`src/rtl/i2c_slave_bus_engine.sv`:
```
// i2c_slave_bus_engine: I2C slave bit/byte engine feeding a register file.
// Samples raw SCL/SDA, detects START/STOP, matches DEV_ADDR, keeps an
// auto-incrementing register pointer, emits write strobes, shifts out reads.
// Optional SCL-stuck-low timeout is enabled by defining I2C_TIMEOUT_EN.
module i2c_slave_bus_engine #(
  parameter logic [6:0]  DEV_ADDR       = 7'h3C,
  parameter int unsigned FILTER_DEPTH   = 3,
  parameter int unsigned TIMEOUT_CYCLES = 2**20
) (
  input  logic       clk,
  input  logic       rst_n,
  input  logic       scl_in,
  input  logic       sda_in,
  output logic       sda_oe,
  output logic [7:0] reg_addr,
  output logic [7:0] reg_wdata,
  output logic       reg_we,
  input  logic [7:0] reg_rdata,
  output logic       busy
);

  localparam logic [2:0] FILT_MAX = 3'(FILTER_DEPTH - 1);

  if (FILTER_DEPTH < 1 || FILTER_DEPTH > 7 || TIMEOUT_CYCLES < 1) begin : g_param_check
    $error("i2c_slave_bus_engine: FILTER_DEPTH must be 1..7, TIMEOUT_CYCLES >= 1");
  end

  typedef enum logic [3:0] {
    S_IDLE,
    S_ADDR,
    S_ADDR_ACK,
    S_PTR,
    S_PTR_ACK,
    S_WR_DATA,
    S_WR_ACK,
    S_RD_DATA,
    S_RD_ACK,
    S_IGNORE
  } state_t;

  logic [1:0] r_scl_sync;
  logic [1:0] r_sda_sync;
  logic       r_scl_f;
  logic       r_sda_f;
  logic [2:0] r_scl_cnt;
  logic [2:0] r_sda_cnt;
  logic       r_scl_prev;
  logic       r_sda_prev;

  state_t     r_state;
  logic [3:0] r_bit_cnt;
  logic [7:0] r_shift;
  logic       r_rw;
  logic       r_nack;
  logic       r_sda_oe;
  logic [7:0] r_reg_addr;
  logic [7:0] r_reg_wdata;
  logic       r_reg_we;
  logic       r_busy;

  logic       w_scl_rise;
  logic       w_scl_fall;
  logic       w_start;
  logic       w_stop;
  logic       w_timeout;
  logic [7:0] w_shift_in;

  // Two-flop synchronizers; idle bus level is high
  always_ff @(posedge clk or negedge rst_n) begin
    if (!rst_n) begin
      r_scl_sync <= 2'b11;
      r_sda_sync <= 2'b11;
    end else begin
      r_scl_sync <= {r_scl_sync[0], scl_in};
      r_sda_sync <= {r_sda_sync[0], sda_in};
    end
  end

  // Glitch filters: a new level is accepted after FILTER_DEPTH equal samples
  always_ff @(posedge clk or negedge rst_n) begin
    if (!rst_n) begin
      r_scl_f   <= 1'b1;
      r_sda_f   <= 1'b1;
      r_scl_cnt <= 3'd0;
      r_sda_cnt <= 3'd0;
    end else begin
      if (r_scl_sync[1] == r_scl_f) begin
        r_scl_cnt <= 3'd0;
      end else if (r_scl_cnt == FILT_MAX) begin
        r_scl_f   <= r_scl_sync[1];
        r_scl_cnt <= 3'd0;
      end else begin
        r_scl_cnt <= r_scl_cnt + 3'd1;
      end
      if (r_sda_sync[1] == r_sda_f) begin
        r_sda_cnt <= 3'd0;
      end else if (r_sda_cnt == FILT_MAX) begin
        r_sda_f   <= r_sda_sync[1];
        r_sda_cnt <= 3'd0;
      end else begin
        r_sda_cnt <= r_sda_cnt + 3'd1;
      end
    end
  end

  // Previous filtered levels for edge detection
  always_ff @(posedge clk or negedge rst_n) begin
    if (!rst_n) begin
      r_scl_prev <= 1'b1;
      r_sda_prev <= 1'b1;
    end else begin
      r_scl_prev <= r_scl_f;
      r_sda_prev <= r_sda_f;
    end
  end

  assign w_scl_rise = r_scl_f & ~r_scl_prev;
  assign w_scl_fall = ~r_scl_f & r_scl_prev;
  assign w_start    = r_scl_f & r_scl_prev & r_sda_prev & ~r_sda_f;
  assign w_stop     = r_scl_f & r_scl_prev & ~r_sda_prev & r_sda_f;
  assign w_shift_in = {r_shift[6:0], r_sda_f};

`ifdef I2C_TIMEOUT_EN
  localparam int unsigned TO_W = $clog2(TIMEOUT_CYCLES + 1);
  logic [TO_W-1:0] r_to_cnt;

  // Counts clk cycles with SCL held low during a transfer
  always_ff @(posedge clk or negedge rst_n) begin
    if (!rst_n) begin
      r_to_cnt <= '0;
    end else if (!r_busy || r_scl_f) begin
      r_to_cnt <= '0;
    end else if (!w_timeout) begin
      r_to_cnt <= r_to_cnt + TO_W'(1);
    end
  end

  assign w_timeout = (r_to_cnt == TO_W'(TIMEOUT_CYCLES));
`else
  assign w_timeout = 1'b0;
`endif

  // Protocol FSM with registered outputs
  always_ff @(posedge clk or negedge rst_n) begin
    if (!rst_n) begin
      r_state     <= S_IDLE;
      r_bit_cnt   <= 4'd0;
      r_shift     <= 8'h00;
      r_rw        <= 1'b0;
      r_nack      <= 1'b0;
      r_sda_oe    <= 1'b0;
      r_reg_addr  <= 8'h00;
      r_reg_wdata <= 8'h00;
      r_reg_we    <= 1'b0;
      r_busy      <= 1'b0;
    end else begin
      r_reg_we <= 1'b0;
      // pointer advances the clk after a write strobe
      if (r_reg_we) begin
        r_reg_addr <= r_reg_addr + 8'd1;
      end
      if (w_stop) begin
        r_state   <= S_IDLE;
        r_bit_cnt <= 4'd0;
        r_sda_oe  <= 1'b0;
        r_busy    <= 1'b0;
      end else if (w_start) begin
        r_state   <= S_ADDR;
        r_bit_cnt <= 4'd0;
        r_sda_oe  <= 1'b0;
        r_busy    <= 1'b1;
      end else if (w_timeout) begin
        r_state   <= S_IDLE;
        r_bit_cnt <= 4'd0;
        r_sda_oe  <= 1'b0;
        r_busy    <= 1'b0;
      end else begin
        case (r_state)
          S_IDLE, S_IGNORE: begin
          end
          S_ADDR, S_PTR, S_WR_DATA: begin
            if (w_scl_rise && r_bit_cnt < 4'd8) begin
              r_shift   <= w_shift_in;
              r_bit_cnt <= r_bit_cnt + 4'd1;
              if (r_bit_cnt == 4'd7) begin
                if (r_state == S_PTR) begin
                  r_reg_addr <= w_shift_in;
                end else if (r_state == S_WR_DATA) begin
                  r_reg_wdata <= w_shift_in;
                  r_reg_we    <= 1'b1;
                end
              end
            end else if (w_scl_fall && r_bit_cnt == 4'd8) begin
              r_bit_cnt <= 4'd0;
              if (r_state == S_ADDR) begin
                if (r_shift[7:1] == DEV_ADDR) begin
                  r_state  <= S_ADDR_ACK;
                  r_rw     <= r_shift[0];
                  r_sda_oe <= 1'b1;
                end else begin
                  r_state <= S_IGNORE;
                end
              end else if (r_state == S_PTR) begin
                r_state  <= S_PTR_ACK;
                r_sda_oe <= 1'b1;
              end else begin
                r_state  <= S_WR_ACK;
                r_sda_oe <= 1'b1;
              end
            end
          end
          S_ADDR_ACK: begin
            if (w_scl_fall) begin
              if (r_rw) begin
                r_state  <= S_RD_DATA;
                r_shift  <= reg_rdata;
                r_sda_oe <= ~reg_rdata[7];
              end else begin
                r_state  <= S_PTR;
                r_sda_oe <= 1'b0;
              end
            end
          end
          S_PTR_ACK, S_WR_ACK: begin
            if (w_scl_fall) begin
              r_state  <= S_WR_DATA;
              r_sda_oe <= 1'b0;
            end
          end
          S_RD_DATA: begin
            if (w_scl_rise && r_bit_cnt < 4'd8) begin
              r_bit_cnt <= r_bit_cnt + 4'd1;
            end else if (w_scl_fall && r_bit_cnt != 4'd0) begin
              if (r_bit_cnt == 4'd8) begin
                r_state    <= S_RD_ACK;
                r_bit_cnt  <= 4'd0;
                r_sda_oe   <= 1'b0;
                r_reg_addr <= r_reg_addr + 8'd1;
              end else begin
                r_shift  <= {r_shift[6:0], 1'b0};
                r_sda_oe <= ~r_shift[6];
              end
            end
          end
          S_RD_ACK: begin
            if (w_scl_rise) begin
              r_nack <= r_sda_f;
            end else if (w_scl_fall) begin
              if (r_nack) begin
                r_state  <= S_IGNORE;
                r_sda_oe <= 1'b0;
              end else begin
                r_state  <= S_RD_DATA;
                r_shift  <= reg_rdata;
                r_sda_oe <= ~reg_rdata[7];
              end
            end
          end
          default: begin
            r_state  <= S_IDLE;
            r_sda_oe <= 1'b0;
            r_busy   <= 1'b0;
          end
        endcase
      end
    end
  end

  assign sda_oe    = r_sda_oe;
  assign reg_addr  = r_reg_addr;
  assign reg_wdata = r_reg_wdata;
  assign reg_we    = r_reg_we;
  assign busy      = r_busy;

endmodule
```
`config.mk`:
```
export PLATFORM = sky130hd
export DESIGN_NAME = i2c_slave_bus_engine
export DESIGN_NICKNAME = d
export VERILOG_FILES = /design/src/rtl/i2c_slave_bus_engine.sv
export SDC_FILE = /design/constraint.sdc
export NUM_CORES = 1
export LEC_CHECK = 0
export BUFFER_PORTS_ARGS = -buffer_cell sky130_fd_sc_hd__buf_4
export CORE_ASPECT_RATIO = 0.9
export CORE_UTILIZATION = 59
export CTS_CLUSTER_SIZE = 10
export DETAILED_ROUTE_END_ITERATION = 6
export PLACE_DENSITY_LB_ADDON = 0.3
export SLEW_MARGIN = 20
export SYNTH_ARGS = -nofsm -noshare
export SYNTH_HDL_FRONTEND = slang
export SYNTH_SLANG_ARGS = --single-unit
```
`constraint.sdc`:
```
create_clock -name clk -period 2.9 [get_ports clk]
set_clock_uncertainty 0.1 [all_clocks]
set_input_delay 0.145 -clock clk [delete_from_list [all_inputs] [get_ports clk]]
set_output_delay 0.145 -clock clk [all_outputs]
set_load 0.02 [all_outputs]
```
==> results of run 1 <==
## Yosys cell counts (3+ instances only)
cell type	count
dfrtp_1	43
nor2_1	28
mux2_2	24
nand2_1	24
o21ai_0	15
clkbuf_1	14
a21oi_1	12
nand3_1	11
xnor2_1	11
nor3_1	9
dfstp_2	8
xor2_1	8
inv_1	7
nor2b_1	7
o221ai_1	7
nand2b_1	5
nand4_1	5
mux2i_1	4
nor3b_1	4
o211ai_1	4
a211o_1	3
a21o_1	3
ha_1	3
nand3b_1	3
## cells by family after synthesis
family / count (synthesis) / synth area share [%]
compound gates: 63 / 15.5
mux: 30 / 11.3
xor+xnor: 19 / 5.66
buf+inv: 23 / 3.06
simple gates: 110 / 19.4
fa+ha+maj: 3 / 1.28
flops: 51 / 43.7
## per-stage QoR
step	hold WS [ns]	instance area, um2	util [%]
2_1_floorplan	-0.251	2940	-
3_3_place_gp	0.109	3230	70.2
3_5_place_dp	0.108	3230	70.2
4_1_cts	0.0569	3380	73.3
5_1_grt	0.0528	3380	73.3
6_report	0.0616	3380	73.3
## final cells by class
type | count | area, um2 | area share (%)
clock buffers | 5 | 68.8 | 2.04
clock inverters | 3 | 43.8 | 1.30
inverters | 7 | 26.3 | 0.778
multi-input cells | 225 | 1570 | 46.4
flip-flops and latches | 51 | 1290 | 38.1
well taps | 62 | 77.6 | 2.30
repair buffers | 40 | 308 | 9.12
## worst min-delay path by stage
stage          slack, ns                     end  cells after the start
6_report            0.06  r_shift[5]$_DFFE_PN0P_                      3
4_1_cts             0.06  r_shift[5]$_DFFE_PN0P_                      3
2_1_floorplan      -0.25        busy$_DFFE_PN0P_                      0
5_1_grt             0.05  r_shift[5]$_DFFE_PN0P_                      3
3_3_place_gp        0.11  r_scl_cnt[0]$_DFF_PN0_                      1
3_5_place_dp        0.11  r_scl_cnt[0]$_DFF_PN0_                      1
## where the power goes
group          switching (mW)  internal (mW)  total, mW  leakage, nW
clock network           0.236          0.257      0.493       0.0581
logic                   0.406          0.339      0.745        0.774
registers               0.206          0.875       1.08        0.666
total                   0.848           1.47       2.32         1.50
## state kept, by name, summed over array words and instances, names as in the netlist, 2 cells and up
| name | count |
|---|---|
| r_sda_sync | 2 |
| r_state | 4 |
| r_scl_cnt | 3 |
| r_scl_sync | 2 |
| reg_addr | 8 |
| reg_wdata | 8 |
| r_shift | 8 |
| r_bit_cnt | 4 |
| r_sda_cnt | 3 |
## worst max-delay path, cell delays in order, from the launching register on
cell and delay (ns):
dfstp_2 0.62, or3b_1 0.43, nand3_1 0.13, o221ai_2 0.12
a2111oi_4 0.63, mux2_2 0.41
## routing by layer
layer | vias to the layer above | wire [um] | GRT usage (%)
li1 | 1143 | - | -
met5 | - | 0 | 0
met2 | 92 | 2880 | 41.7
met1 | 1166 | 3020 | 36.7
met3 | 10 | 415 | 5.00
met4 | 0 | 85 | 11.1
## timing repair
item	in CTS	in global routing
setup endpoints to repair	0	0
hold buffers	3	0
endpoints found under the hold margin	45	0
==> results.tsv, run 1 <==
metric	value	unit
fin_crit	2.54	ns
crit_start	r_scl_f$_DFFE_PN1P_	
r2r_start	r_scl_f$_DFFE_PN1P_	
drtPass1Iterations	4	
syn_area	2940	um2
async_flop_share	100	%
final_nets	345	
instances_no_fill	393	
clock_latency	0.31	ns
fin_ws	0.359	ns
synth-edff-count	0	
vdd_ir_drop_max	610	uV
area_delta_synth_final	14.8	%
finalMaxSlewViolations	0	
min_period_over_period	87.6	%
ys_seq_area_share	43.7	%
first_iter_violations	175	
nFillCells	343	
antenna_cells	0	
finalHoldViolations	0	
avgSynthCellArea	9.84	um2
via_per_inst	6.13	
layout_common_cells	dfrtp_1, buf_4, nor2_1	
power_leakage	1.50	nW
setup_tns	0	ns
post_cts_buffers	0	
grt_max_degree	52	
drc_errors	0	
cts_resized	0	
crit_type	reg -> reg	
yosysTopAreaCellShare	36.6	%
root_buffer	clkbuf_8	
cp-endpoint	r_shift[3]$_DFFE_PN0P_	
cts_buffers	5	
gp_congestion	0.902	
setup_viol	0	
die_h	69.0	um
cp.required	3.00	ns
critPathCaptureType	register	
regToRegSetupSlack	0.36	ns
cp_max_fo	10	
hp-class	in -> reg	
reg2reg_depth	5	
synth_top_area_cell	dfrtp_1	
startpoint_type	register	
drt-total-wl	6400	um
critPathArrivalTime	2.65	ns
rows	23	
worst_slew_pin_slew	0.737	ns
max-slew-margin-rel	50.7	%
dieArea	5270	um2
die_x	76.4	um
cts_tree	yes	
initial_core_util	63.9	%
overflow	0	
dp.cells	382	
power	2.32	mW
ys_ff_latch	51	
power_density	687	nW/um2
timing.rr.end	r_shift[3]$_DFFE_PN0P_	
io_pins	31	
drive_above_1_share	25.4	%
max_freq	394	MHz
syn_inst	299	
yosysWarnings	0	
wl_per_cell	16.3	um
portBuffers	30	
drv_cap	0	
cts_buffer_depth	2	
outcome	finished, final reports clean	
grt_pass1_vias	2222	
core	4600	um2
ys_top_cells_by_area	dfrtp_1, mux2_2, dfstp_2, nor2_1, xnor2_1	
via_count	2411	
place_ws	0.367	ns
numClockSinks	51	
rsz0062_at_grt	false	
grt_pass1_wl	10800	um
track_usage	26.6	%
synthDistinctLibCells	54	
clk_pin_slew	0.09	ns
synth_flop_cell	dfrtp_1	
syn_nets	314	
antenna_found_initial	0	
dp_hpwl	4430	um
min-delay-start	reg_rdata[5]	
final_common_cell	dfrtp_1	
htree_levels	2	
final_antenna_net_count	0	
(Power assumes the default switching activity.)
==> run 2: changes to the inputs <==
--- a/config.mk
+++ b/config.mk
@@ -7,7 +7,8 @@
 export LEC_CHECK = 0
 export BUFFER_PORTS_ARGS = -buffer_cell sky130_fd_sc_hd__buf_4
 export CORE_ASPECT_RATIO = 0.9
-export CORE_UTILIZATION = 59
+export CORE_UTILIZATION = 61
+export CTS_BUF_LIST = sky130_fd_sc_hd__clkbuf_4 sky130_fd_sc_hd__clkbuf_8
 export CTS_CLUSTER_SIZE = 10
 export DETAILED_ROUTE_END_ITERATION = 6
 export PLACE_DENSITY_LB_ADDON = 0.3
==> run 2 against run 1 <==
  * Die area fell by 3.2%
  * Sequential power is essentially flat
  * Final cell count rose by 0.25%
  * Global-route usage rose by 1.5 points
  * Sequential share of layout area fell by 0.39 points
  * Via count is 0.41% higher
  * Largest cell class unchanged
==> results.tsv, run 2 (synthesis gave the netlist of run 1 again) <==
metric	value	unit	change
rsz0062_at_grt	false		unchanged
cts_resized	0		unchanged
antenna_found_initial	0		unchanged
via_count	2421		was 2411
min_period_over_period	87.4	%	was 87.6%
root_buffer	clkbuf_8		unchanged
vdd_ir_drop_max	477	uV	was 610 uV
core	4550	um2	was 4600 um2
fin_crit	2.53	ns	was 2.54 ns
worst_slew_pin_slew	0.714	ns	was 0.737 ns
wl_per_cell	16.3	um	about the same
use_met2	42.1	%	was 41.7%
power_leakage	1.51	nW	was 1.50 nW
finalMaxSlewViolations	0		unchanged
busiest_layer	met2		unchanged
dieArea	5100	um2	was 5270 um2
rows	23		unchanged
startpoint_type	register		unchanged
first_iter_violations	292		was 175
crit_type	reg -> reg		unchanged
whs	0.0508	ns	was 0.0616 ns
finalHoldViolations	0		unchanged
portBuffers	30		unchanged
grt_util_met3	4.27	%	was 5.00%
track_usage	28.1	%	was 26.6%
cp_max_fo	10		unchanged
drv_cap	0		unchanged
drive_above_1_share	25.6	%	was 25.4%
gp_congestion	0.959		was 0.902
final_antenna_net_count	0		unchanged
grt_pass1_vias	2199		was 2222
overflow	0		unchanged
power	2.44	mW	was 2.32 mW
io_pins	31		unchanged
die_x	75.2	um	was 76.4 um
critPathArrivalTime	2.64	ns	was 2.65 ns
antenna_cells	0		unchanged
cts_tree	yes		unchanged
cp.required	3.01	ns	was 3.00 ns
initial_core_util	64.7	%	was 63.9%
clock_latency	0.31	ns	about the same
htree_levels	2		unchanged
clk_pin_slew	0.10	ns	was 0.09 ns
die_h	67.9	um	was 69.0 um
grt_util_met1	42.1	%	was 36.7%
final_common_cell	dfrtp_1		unchanged
setup_tns	0	ns	unchanged
nFillCells	350		was 343
instances_no_fill	394		was 393
drc_errors	0		unchanged
cts_buffers	5		unchanged
power_density	717	nW/um2	was 687 nW/um2
hp-class	in -> reg		unchanged
max_freq	394	MHz	about the same
grt_pass1_wl	10700	um	was 10800 um
outcome	finished, final reports clean		unchanged
critPathCaptureType	register		unchanged
grt_max_degree	52		unchanged
post_cts_buffers	0		unchanged
max-slew-margin-rel	52.3	%	was 50.7%
layout_common_cells	dfrtp_1, buf_4, nor2_1		unchanged
dp.cells	383		was 382
area_delta_synth_final	16.0	%	was 14.8%
drt-total-wl	6440	um	was 6400 um
utilization	75.0	%	was 73.3%
drtPass1Iterations	4		unchanged
final_nets	346		was 345
cts_buffer_depth	2		unchanged
hold_buffers	3		unchanged
setup_viol	0		unchanged
via_per_inst	6.14		was 6.13
numClockSinks	51		unchanged
dp_hpwl	4580	um	was 4430 um
[run 2: worst paths after layout]
path	from	depth (start not counted)	slack [ns]	endpoint
worst max-delay path	r_scl_f$_DFFE_PN1P_	5	0.37	r_shift[3]$_DFFE_PN0P_
worst min-delay path	reg_rdata[5]	3	0.05	r_shift[5]$_DFFE_PN0P_
worst max register to register	r_scl_f$_DFFE_PN1P_	5	0.37	r_shift[3]$_DFFE_PN0P_
worst min register to register	r_scl_sync[0]$_DFF_PN1_	0	0.26	r_scl_sync[1]$_DFF_PN1_
max in group asynchronous	rst_n	2	1.99	r_rw$_DFFE_PN0P_
min in group asynchronous	rst_n	2	0.30	reg_we$_DFF_PN0_
[run 2: cell type report]
class                      count  area, um2  share of cell area (%)
multi-input combinational    225       1570                    45.9
sequential                    51       1290                    37.7
timing repair buffer          41        315                    9.24
tap                           62       77.6                    2.27
clock inverter                 3       71.3                    2.09
clock buffer                   5       68.8                    2.02
inverter                       7       26.3                   0.770
[run 2: metrics by stage]
step	area, um2	setup WS, ns
floorplan	2940	0.549
global placement	3240	0.428
detailed placement	3240	0.384
CTS	3410	0.372
global route	3410	0.179
finish	3410	0.365
[run 2: power breakdown]
group / total, mW / internal (mW) / switching, mW
Combinational: 0.765 / 0.355 / 0.410
Sequential: 1.08 / 0.875 / 0.204
Clock: 0.601 / 0.350 / 0.251
Total: 2.44 / 1.58 / 0.865
[run 2: metal layers]
| layer | routed length [um] | vias to the layer above |
|---|---|---|
| li1 | - | 1148 |
| met2 | 2970 | 87 |
| met3 | 355 | 13 |
| met1 | 3010 | 1173 |
| met5 | 0 | - |
| met4 | 95 | 0 |
[run 2: critical path: stages, from the launching register on]
cell and delay [ns]:
dfstp_2 0.62, or3b_1 0.43, nand3_1 0.15, o221ai_2 0.13
a2111oi_4 0.60, mux2_2 0.40
==> run 3: changes to the inputs <==
--- a/config.mk
+++ b/config.mk
@@ -6,13 +6,12 @@
 export NUM_CORES = 1
 export LEC_CHECK = 0
 export BUFFER_PORTS_ARGS = -buffer_cell sky130_fd_sc_hd__buf_4
-export CORE_ASPECT_RATIO = 0.9
+export CORE_ASPECT_RATIO = 1.5
 export CORE_UTILIZATION = 61
 export CTS_BUF_LIST = sky130_fd_sc_hd__clkbuf_4 sky130_fd_sc_hd__clkbuf_8
 export CTS_CLUSTER_SIZE = 10
 export DETAILED_ROUTE_END_ITERATION = 6
 export PLACE_DENSITY_LB_ADDON = 0.3
-export SLEW_MARGIN = 20
 export SYNTH_ARGS = -nofsm -noshare
 export SYNTH_HDL_FRONTEND = slang
 export SYNTH_SLANG_ARGS = --single-unit
==> run 3 against run 2 <==
  * Non-clock buffer count is 4 lower
  * Largest power group unchanged
  * Sequential cell count stayed put
  * Worst hold slack improved by 0.034 ns
  * Register-to-register slack got worse by 0.09 ns
  * Clock power down 18%
  * Critical path type unchanged
  * Combinational power fell by 2%
  * Cell area down 1.6%
==> results.tsv, run 3 (synthesis gave the netlist of run 1 again) <==
metric	value	unit	change
outcome	finished, final reports clean		unchanged
dieArea	5110	um2	was 5100 um2
track_usage	27.3	%	was 28.1%
dpl-instance-area	3210	um2	was 3240 um2
drv_cap	0		unchanged
power_leakage	1.48	nW	was 1.51 nW
crit_type	reg -> reg		unchanged
antenna_cells	0		unchanged
antenna_found_initial	0		unchanged
grt_max_degree	52		unchanged
rows	30		was 23
finalMaxSlewViolations	0		unchanged
max_freq	382	MHz	was 394 MHz
drive_above_1_share	24.7	%	was 25.6%
max-slew-margin-rel	51.0	%	was 52.3%
layout_common_cells	dfrtp_1, buf_4, nor2_1		unchanged
finalHoldViolations	0		unchanged
drt-total-wl	6490	um	was 6440 um
root_buffer	clkbuf_8		unchanged
die_x	58.7	um	was 75.2 um
area_delta_synth_final	14.1	%	was 16.0%
post_cts_buffers	0		unchanged
cp.required	3.00	ns	was 3.01 ns
worst_slew_pin_slew	0.732	ns	was 0.714 ns
critPathCaptureType	register		unchanged
power_density	694	nW/um2	was 717 nW/um2
rsz0062_at_grt	false		unchanged
htree_levels	2		unchanged
cts_buffers	5		unchanged
wl_per_cell	16.6	um	was 16.3 um
initial_core_util	64.2	%	was 64.7%
grt_pass1_vias	2234		was 2199
cts_tree	yes		unchanged
via_per_inst	6.03		was 6.14
dp.cells	381		was 383
drtPass1Iterations	5		was 4
fin_crit	2.62	ns	was 2.53 ns
hp-class	in -> reg		unchanged
grt_pass1_wl	10500	um	was 10700 um
via_count	2363		was 2421
fin_area	3360	um2	was 3410 um2
nFillCells	359		was 350
dp_hpwl	4590	um	was 4580 um
regToRegSetupSlack	0.28	ns	was 0.37 ns
critPathArrivalTime	2.72	ns	was 2.64 ns
setup_tns	0	ns	unchanged
cts_buffer_depth	2		unchanged
numClockSinks	51		unchanged
vdd_ir_drop_max	599	uV	was 477 uV
instances_no_fill	392		was 394
die_h	87.1	um	was 67.9 um
startpoint_type	register		unchanged
min_period_over_period	90.4	%	was 87.4%
setup_viol	0		unchanged
cts_resized	0		unchanged
final_common_cell	dfrtp_1		unchanged
hold_buffers	3		unchanged
core	4580	um2	was 4550 um2
portBuffers	30		unchanged
clk_pin_slew	0.09	ns	was 0.10 ns
gp_congestion	0.886		was 0.959
first_iter_violations	148		was 292
cp_max_fo	16		was 10
overflow	0		unchanged
final_nets	342		was 346
whs	0.0851	ns	was 0.0508 ns
clock_latency	0.31	ns	about the same
io_pins	31		unchanged
utilization	73.3	%	was 75.0%
drc_errors	0		unchanged
final_antenna_net_count	0		unchanged
==> run 3: changes by cell type in the layout (fill, tap and decap cells not counted) <==
cell and delta:
buf_4 -4, bufinv_16 -1, clkbuf_4 +1, clkinvlp_4 +1
inv_8 -1
==> run 3: report_power, final <==
part | total, mW | internal (mW) | switching (mW)
logic | 0.747 | 0.338 | 0.409
clock network | 0.495 | 0.267 | 0.228
registers | 1.09 | 0.875 | 0.212
==> run 3: per-stage QoR <==
step / setup WS (ns) / power, mW
floorplan: 0.549 / 1.62
global placement: 0.396 / 1.80
detailed placement: 0.341 / 1.83
CTS: 0.343 / 2.33
global route: 0.146 / 2.47
finish: 0.280 / 2.33
==> run 3: layout make-up <==
type	instances	area (um2)	share of cell area, %
flip-flops and latches	51	1290	38.3
well taps	64	80.1	2.39
repair buffers	37	285	8.50
inverters	7	26.3	0.783
multi-input cells	225	1570	46.6
clock buffers	6	76.3	2.27
clock inverters	2	37.5	1.12
==> run 3: final timing paths <==
check,to,startpoint,cells after the start
setup / recovery,r_shift[2]$_DFFE_PN0P_,r_state[1]$_DFFE_PN0P_,6
hold / removal,r_shift[5]$_DFFE_PN0P_,reg_rdata[5],3
setup reg to reg,r_shift[2]$_DFFE_PN0P_,r_state[1]$_DFFE_PN0P_,6
hold reg to reg,r_scl_sync[1]$_DFF_PN1_,r_scl_sync[0]$_DFF_PN1_,0
max in group asynchronous,r_scl_cnt[2]$_DFF_PN0_,rst_n,2
min in group asynchronous,r_scl_cnt[0]$_DFF_PN0_,rst_n,2
==> run 3: routing by layer <==
layer,global-route usage [%],vias up,part of all wire [%]
met5,0,-,0
met4,14.1,0,3.8
met3,4.01,25,3.6
met2,45.8,73,50
met1,33.8,1128,42
li1,-,1137,-
==> run 3: critical path: stages (launching register included) <==
cell	delay, ns
dfrtp_1	0.66
nor2b_1	0.17
o21ai_1	0.19
buf_4	0.24
o21ai_2	0.10
a2111oi_4	0.64
mux2_2	0.41
